### src/rtl/rpi_frame_pkg.sv
// rtl/rpi_frame_pkg.sv - shared constants and FSM state type for the Pi frame receiver
package rpi_frame_pkg;

   localparam int         FRAME_BYTES       = 8;
   localparam logic [7:0] SYNC_BYTE_DEFAULT = 8'hA5;

   typedef enum logic [1:0] {
      HUNT = 2'd0,
      DATA = 2'd1,
      CSUM = 2'd2
   } rx_state_e;

endpackage

### src/rtl/rpi_strobe_sync.sv
// rtl/rpi_strobe_sync.sv - two-flop synchroniser for Pi strobe/data with strobe falling-edge detect
module rpi_strobe_sync (
   input  logic       clk_100mhz,
   input  logic       rst_n,
   input  logic       write_strobe_i,
   input  logic [7:0] rpi_io_i,
   output logic       byte_stb,
   output logic [7:0] byte_data
);

   // [0],[1] are the sync stages, [2] is the delayed copy; all reset high so no edge after reset
   logic [2:0] strb_q;
   logic [7:0] data_s1_q;
   logic [7:0] data_s2_q;

   always_ff @(posedge clk_100mhz or negedge rst_n) begin
      if (!rst_n) begin
         strb_q    <= 3'b111;
         data_s1_q <= 8'h00;
         data_s2_q <= 8'h00;
      end else begin
         strb_q    <= {strb_q[1:0], write_strobe_i};
         data_s1_q <= rpi_io_i;
         data_s2_q <= data_s1_q;
      end
   end

   assign byte_stb  = !strb_q[1] && strb_q[2];
   assign byte_data = data_s2_q;

endmodule

### src/rtl/rpi_frame_rx.sv
// rtl/rpi_frame_rx.sv - Pi parallel-bus frame receiver: sync, hunt/assemble, valid/ready output, sticky errors
// Define RPI_FRAME_RX_CHECKSUM_EN to append and verify an XOR checksum byte after the 8 data bytes.
module rpi_frame_rx
   import rpi_frame_pkg::*;
#(
   parameter logic [7:0] SYNC_BYTE    = SYNC_BYTE_DEFAULT,
   parameter int         IDLE_TIMEOUT = 100000
) (
   input  logic        clk_100mhz,
   input  logic        rst_n,
   input  logic [7:0]  RPI_IO,
   input  logic        write_strobe,
   output logic [63:0] frame_data,
   output logic        frame_valid,
   input  logic        frame_ready,
   input  logic        err_clear,
   output logic        err_checksum,
   output logic        err_timeout,
   output logic        err_overflow
);

   localparam int                IDLE_W   = $clog2(IDLE_TIMEOUT + 1);
   localparam logic [IDLE_W-1:0] IDLE_LIM = IDLE_W'(IDLE_TIMEOUT);

   logic        byte_stb;
   logic [7:0]  byte_data;

   rx_state_e                  state_q, state_d;
   logic [2:0]                 idx_q, idx_d;
   logic [FRAME_BYTES*8-1:0]   asm_q, asm_d;
   logic [IDLE_W-1:0]          idle_q, idle_d;
   logic [63:0]                fdata_q, fdata_d;
   logic                       fvalid_q, fvalid_d;
   logic                       err_to_q, err_to_d;
   logic                       err_ov_q, err_ov_d;
   logic                       done, load, to_set;
   logic [63:0]                done_data;
`ifdef RPI_FRAME_RX_CHECKSUM_EN
   logic [7:0]                 acc_q, acc_d;
   logic                       err_ck_q, err_ck_d;
   logic                       ck_set;
`endif

   rpi_strobe_sync u_sync (
      .clk_100mhz     (clk_100mhz),
      .rst_n          (rst_n),
      .write_strobe_i (write_strobe),
      .rpi_io_i       (RPI_IO),
      .byte_stb       (byte_stb),
      .byte_data      (byte_data)
   );

   always_comb begin
      state_d   = state_q;
      idx_d     = idx_q;
      asm_d     = asm_q;
      done      = 1'b0;
      done_data = asm_q;
      to_set    = 1'b0;
`ifdef RPI_FRAME_RX_CHECKSUM_EN
      acc_d     = acc_q;
      ck_set    = 1'b0;
`endif
      idle_d = byte_stb ? '0 : ((idle_q == IDLE_LIM) ? idle_q : idle_q + 1'b1);

      if (byte_stb) begin
         case (state_q)
            HUNT: begin
               if (byte_data == SYNC_BYTE) begin
                  state_d = DATA;
                  idx_d   = 3'd0;
`ifdef RPI_FRAME_RX_CHECKSUM_EN
                  acc_d   = 8'h00;
`endif
               end
            end
            DATA: begin
               asm_d[{idx_q, 3'b000} +: 8] = byte_data;
               idx_d = idx_q + 3'd1;
`ifdef RPI_FRAME_RX_CHECKSUM_EN
               acc_d = acc_q ^ byte_data;
               if (idx_q == 3'd7) state_d = CSUM;
`else
               if (idx_q == 3'd7) begin
                  state_d   = HUNT;
                  done      = 1'b1;
                  done_data = asm_d;
               end
`endif
            end
`ifdef RPI_FRAME_RX_CHECKSUM_EN
            CSUM: begin
               state_d = HUNT;
               if (byte_data == acc_q) done   = 1'b1;
               else                    ck_set = 1'b1;
            end
`endif
            default: state_d = HUNT;
         endcase
      end else if (state_q != HUNT && idle_q == IDLE_LIM) begin
         state_d = HUNT;
         to_set  = 1'b1;
      end

      // A completing frame may load in the same cycle the held one drains
      load     = done && (!fvalid_q || frame_ready);
      fvalid_d = (fvalid_q && !frame_ready) || load;
      fdata_d  = load ? done_data : fdata_q;
      err_to_d = (err_to_q && !err_clear) || to_set;
      err_ov_d = (err_ov_q && !err_clear) || (done && !load);
`ifdef RPI_FRAME_RX_CHECKSUM_EN
      err_ck_d = (err_ck_q && !err_clear) || ck_set;
`endif
   end

   always_ff @(posedge clk_100mhz or negedge rst_n) begin
      if (!rst_n) begin
         state_q  <= HUNT;
         idx_q    <= 3'd0;
         asm_q    <= '0;
         idle_q   <= '0;
         fdata_q  <= 64'h0;
         fvalid_q <= 1'b0;
         err_to_q <= 1'b0;
         err_ov_q <= 1'b0;
      end else begin
         state_q  <= state_d;
         idx_q    <= idx_d;
         asm_q    <= asm_d;
         idle_q   <= idle_d;
         fdata_q  <= fdata_d;
         fvalid_q <= fvalid_d;
         err_to_q <= err_to_d;
         err_ov_q <= err_ov_d;
      end
   end

`ifdef RPI_FRAME_RX_CHECKSUM_EN
   always_ff @(posedge clk_100mhz or negedge rst_n) begin
      if (!rst_n) begin
         acc_q    <= 8'h00;
         err_ck_q <= 1'b0;
      end else begin
         acc_q    <= acc_d;
         err_ck_q <= err_ck_d;
      end
   end
   assign err_checksum = err_ck_q;
`else
   assign err_checksum = 1'b0;
`endif

   assign frame_data   = fdata_q;
   assign frame_valid  = fvalid_q;
   assign err_timeout  = err_to_q;
   assign err_overflow = err_ov_q;

endmodule

### config.mk
export PLATFORM = sky130hd
export DESIGN_NAME = rpi_frame_rx
export DESIGN_NICKNAME = d
export VERILOG_FILES = /design/src/rtl/rpi_frame_pkg.sv /design/src/rtl/rpi_strobe_sync.sv /design/src/rtl/rpi_frame_rx.sv
export SDC_FILE = /design/constraint.sdc
export NUM_CORES = 1
export LEC_CHECK = 0
export CAP_MARGIN = 10
export CORE_AREA = 2 2 139 141
export DETAILED_ROUTE_END_ITERATION = 12
export DIE_AREA = 0 0 141 143
export GPL_ROUTABILITY_DRIVEN = 0
export SLEW_MARGIN = 20
export SYNTH_ARGS = -nofsm -noshare
export SYNTH_HDL_FRONTEND = slang
export SYNTH_SLANG_ARGS = --single-unit
### constraint.sdc
create_clock -name clk_100mhz -period 2.45 [get_ports clk_100mhz]
set_input_delay 0.6125 -clock clk_100mhz [delete_from_list [all_inputs] [get_ports clk_100mhz]]
set_output_delay 0.6125 -clock clk_100mhz [all_outputs]
set_load 0.05 [all_outputs]
# [Yosys cells after proc, flatten, opt, wreduce, memory -nomap -nowiden]
# Cells that the tools add are included.
[classes] bitwise_logic=0 addsub=3 mul=0 n_mux=18 div=0 n_eq_ne=8 n_lt_le_gt_ge=0 reduce_logical=23 n_shift=2
[ops] cell="$mux 64" n=3
[ops] cell="$bwmux 64" n=1
[ops] cell="$shift 8x8->64 const A" n=1
[ops] cell="$shiftx 8x8->64" n=1
[ops] cell="$mux 17" n=2
[ops] cell="$add 17x1->17 const B" n=1
[ops] cell="$eq 17x17->1 const B" n=1
[ops] cell="$eq 8x8->1 const B" n=1
[ops] cell="$mux 2" n=4
[ops] cell="$neg 6->8" n=1
[ops] cell="$logic_and 1x1->1" n=7
[ops] cell="$ne 3x3->1 const B" n=2
[ops] cell="$pmux 3 s2" n=1
[ops] cell="$reduce_and 3->1" n=2
[ops] cell="$reduce_bool 2->1" n=3
[ops] cell="$logic_not 1->1" n=5
[ops] cell="$mux 1" n=5
[ops] cell="$logic_or 1x1->1" n=4
[ops] cell="$ne 2x2->1 const B" n=2
[ops] cell="$pmux 2 s2" n=1
[ops] cell="$add 3x1->3 const B" n=1
[ops] cell="$eq 3x3->1 const B" n=1
[ops] cell="$mux 3" n=1
[ops] cell="$eq 2x1->1 const B" n=1
[ops] cell="2 further kinds" n=2
[totals] wordCells=65 latchBits=0 n_memories=0 mem_bits_rw=0 romBits=0 ff_bits=172

# [Longest topological paths before layout]
[logic_depth] ltp_word=8 ltp_mapped=10 depth_no_buf=7

# [Modules after synthesis]
# From an unflattened synthesis, not the netlist that was laid out.
[unflattened] cells_unflattened=620 hier_area_um2=7480.9
[modules_own_cells] module="rpi_frame_rx" area_each_um2=6988.0 seq_area_each_um2=3803.6 instances=1 cells_each=600
[modules_own_cells] module="rpi_strobe_sync" area_each_um2=493.0 seq_area_each_um2=479.2 instances=1 cells_each=20

# [Worst setup path before layout]
# Ideal clock, no wire load.
[synth_path] path_kind="register -> register" startpoint="register idx_q[0]" endpoint="register asm_q[56]" arrival_time_ns=2.128 stages_incl_launch_ff=10 setup_slack_ns=0.196 setup_time_ns=0.125 path_cell_list="dfrtp_1 > buf_2 > inv_1 > ha_1 > ha_1 > clkinv_1 > and2_4 > and3_4 > buf_6 > mux2_4"
[synth_between] elab_chain_len=3
[synth_rtl] item="start, declared" line_no="rpi_frame_rx.sv:29" text="logic [2:0] idx_q, idx_d;"
[synth_rtl] item="start signal, assigned" line_no="rpi_frame_rx.sv:128" text="idx_q <= idx_d;"
[synth_rtl] item="$neg 6->8 *" line_no="rpi_frame_rx.sv:78" text="asm_d[{idx_q, 3'b000} +: 8] = byte_data;"
[synth_rtl] item="$shiftx 8x8->64 / $shift 8x8->64 (equally long branches)" line_no="rpi_frame_rx.sv:78"
[synth_rtl] item="$bwmux 64 *" line_no="rpi_frame_rx.sv:78"
[synth_rtl] item="end signal, assigned" line_no="rpi_frame_rx.sv:129" text="asm_q <= asm_d;"
[synth_rtl] item="end, declared" line_no="rpi_frame_rx.sv:30" text="logic [FRAME_BYTES*8-1:0] asm_q, asm_d;"
# Every way passes the cells marked *; elsewhere a longest branch is shown, timed or not.
# A chain may end at the register's enable or synchronous reset.

# [Final worst setup path]
[layout_path] startpoint="register fdata_q[19], in the netlist frame_data[19]" endpoint="output port frame_data[19]"
[layout_lines] item="start, declared" line_no="rpi_frame_rx.sv:32" text="logic [63:0] fdata_q, fdata_d;"
[layout_lines] item="start signal, assigned" line_no="rpi_frame_rx.sv:131" text="fdata_q <= fdata_d;"
[layout_lines] item="end, declared" line_no="rpi_frame_rx.sv:13" text="output logic [63:0] frame_data,"
# No word-level cell between the ends.

==> impl_results.md <==
* Outcome: finished, final reports clean
* CP cell instances: clkdlybuf4s50_1
* Static leakage at around 4 nW
* Clock buffer depth at 2
* Syn_nets at ~710
* Total Power at roughly 6.3 mW
* Switching part of the total power at 23.3%
* Worst R2R Start: idx_q[1]
* Antenna Nets Post-Route at 0
* First-pass GRT wire length at 28400 µm
* Die X at ~140 µm
* Final hold vios at 0
* Setup WS pre-CTS at roughly 240 ps
* Synth Warn # at 0
* Worst Path Max Fanout at 2
* Drc violations at 0
* Reg2reg setup slack at 220 ps
* Relative slew slack at a little over three fifths
* Fin area at approximately 0.0091 mm²
* Worst skew pair latency at about 420 ps
* DPL Wire Length at roughly 12000 µm
* Clock share of power at ~45%
* FF-to-FF End: asm_q[23]
* Ys flop type: dfrtp_1
* Setup TNS at 0 ps
* Starting DRT DRC Count at about 340
* # IOs at just over 80
* Worst setup path class: register to primary output
* Slowest-stage cell, CP: clkdlybuf4s50_1
* Placed cell area at approximately 0.0085 mm²
* CTS clock-pin slew for the worst setup and hold paths at about 60 ps
* Asr flop ratio synth at 100%
* # rows at 50
* Worst setup SP type: register
* Final slew viol count at 0
* Yosys reg bits at 171
* Least-Margin Pin Slew at approximately 560 ps
* Gr ovfl total at 0
* Core Util, Final at between 40% and 50%
* Fin worst setup slack at ~190 ps
* H-tree depth at 4
* Clk root buf: clkbuf_16
* DIE HEIGHT at 143 µm
* Final Cycle Share at 92.1%
* Yosys cell types at 50
* Initial core utilization at 39.7%
* Synthesized cell area at between 0.007 and 0.008 mm²
* Crit path capture type: primary output
* Worst Setup SP: frame_data[19]
* Number of synthesized flops with an enable pin at 0
* Hold buffers post-CTS at 0
* Nets@finish at 787
* Via density at between 5 and 6
* Initial antenna violation count at 0
* Largest stage delay on the critical path at slightly above 800 ps
* WL final at about 17000 µm
* Die Area at approximately 0.02 mm²
* Core area at 0.0186 mm²
* RSZ-0062 raised after global routing: no
* WP data required at around 1800 ps
* Min-Delay Path Class: input pin to asynchronous set/reset pin
* Sink Count at approximately 170
* Largest net degree at the start of global routing at 87
* Wire length per cell at 16.8 µm
* TritonCTS Buffers at 17
* Layout area overhead at 23.7%
* Delay-heaviest family, CP: buffers and inverters
* Switch Pwr at about 1.5 mW
* PD cells at 696 mW/mm²
* Post-synthesis sequential area ratio at 58.1%
* Overall routing resource usage at between 10% and 20%
* Reg power frac at between 40% and 50%
* TritonCTS clock tree: yes
* Drt pass-1 iters at 5
* Number of global-route vias before repair at 5447
* CP arrival at 1640 ps
* Cell internal pwr at a little under 5 mW
* VDD IR-drop max at about 0.51 mV
* Crit path time final at about 2300 ps
* R2R cell count at 8
* Fmax at 443 MHz
* Proportion of layout cells with a drive suffix above 1 at 13.0%
* Port Buf Inserts at 79
* Logic pwr share at under 10%
* Final Setup Violations at 0
* Clock Skew at between 6 and 7 ps
* Fillers at 1672
* Worst Path Buf+Inv at 1
* Max-cap viol count at 0
* Routed vias at 5361
* Post-Syn Area per Cell at approximately 11 µm²
* Mapped Cells at 686
flip-flops by register name, summed over array words and instances (netlist names):
| signal | cells |
|---|---|
| err_overflow | 1 |
| asm_q | 64 |
| err_timeout | 1 |
| frame_valid | 1 |
| u_sync.strb_q | 3 |
| idle_q | 17 |
| frame_data | 64 |
| u_sync.byte_data | 8 |
| state_q | 1 |
| u_sync.data_s1_q | 8 |
| idx_q | 3 |
worst max path at each step:
| stage | end | slack (ps) | cells past startpoint |
|---|---|---|---|
| floorplan | asm_q[56] | 200 | 9 |
| global placement | frame_data[36] | 350 | 7 |
| detailed placement | frame_data[38] | 240 | 7 |
| CTS | frame_data[19] | 180 | 1 |
| global route | asm_q[23] | 6 | 8 |
| finish | frame_data[19] | 190 | 1 |
final cells by class:
cell class / instances / area, µm² / share of cell area [%]
Antenna cell: 1 / 2.50 / 0.0274
Clock buffer: 20 / 457 / 5.01
Clock inverter: 12 / 169 / 1.85
Inverter: 16 / 60.1 / 0.658
Multi-Input combinational cell: 454 / 2840 / 31.1
Sequential cell: 171 / 4280 / 47.0
Tap cell: 234 / 293 / 3.21
Timing Repair Buffer: 104 / 1020 / 11.2
cells by family after synthesis:
logic type | Yosys count | share of synthesized area [%]
compound gates | 144 | 11.6
mux | 59 | 8.98
xor+xnor | 8 | 0.951
fa+ha+maj | 10 | 1.70
simple gates | 232 | 15.1
buf+inv | 61 | 3.55
other cells | 1 | 0.0509
flops | 171 | 58.1
synth_stat cells (2+ instances only):
cell type  count  area (µm²)
a21oi_1       54         270
o22ai_1        2        12.5
nand2_1       70         263
and4b_1        2        20.0
inv_1         15        56.3
and4_1         5        43.8
and2_1         8        50.1
nor4bb_1       2        20.0
a31oi_1       17         106
a22oi_1       32         240
and3_1         8        50.1
dfstp_2        3        78.8
buf_1          4        15.0
ha_1          10         125
or3_1          4        25.0
nand3_1       29         145
nor2_1        75         282
dfrtp_1      168        4200
mux2_4         8         120
o211ai_1       2        15.0
and3b_1        2        17.5
o21ai_0       30         150
mux2_2        25         282
mux2i_1       26         260
nor4_1         5        31.3
nand4_1        8        50.1
a22o_1         2        17.5
xor2_1         7        61.3
nand2b_1       5        31.3
clkbuf_1      32         120
buf_2          5        25.0
buf_6          3        33.8
cells in the final DEF (no fill, tap or decap), drive strengths merged, types with 10 or more instances in the layout:
cell type,count
a22oi,32
clkdlybuf4s50,78
inv,16
nor2,75
nand2,70
a21oi,54
ha,10
buf,26
clkbuf,20
mux2i,26
o21ai,31
a31oi,17
mux2,33
dfrtp,168
nand3,29
routing by layer:
metal  vias up  track usage (%)  routed length, µm
met4         0             5.58                257
met2       121             29.6               8540
met3        18             3.66                682
li1       2564                -                  -
met1      2658             23.8               7530
met5         -                0                  0
what timing repair did:
action	CTS	global route
resized for setup	0	1
setup endpoints to repair	0	2
buffers inserted	0	0
metrics by stage:
stage                     std cells  hold WS [ps]
final                          1012          67.7
after global routing           1011          75.5
after CTS                      1011          66.1
after detailed placement        979           336
after global placement          979           336
after floorplan                 686           317
power by group through the flow:
stage	combinational (mW)	clock [mW]	sequential (mW)
after floorplan	0.345	0	2.99
after global placement	0.544	0	2.99
after detailed placement	0.563	0	3.00
after CTS	0.564	2.89	2.94
after global routing	0.620	3.02	2.96
final	0.557	2.84	2.95
Power figures use the tool's default switching activity.
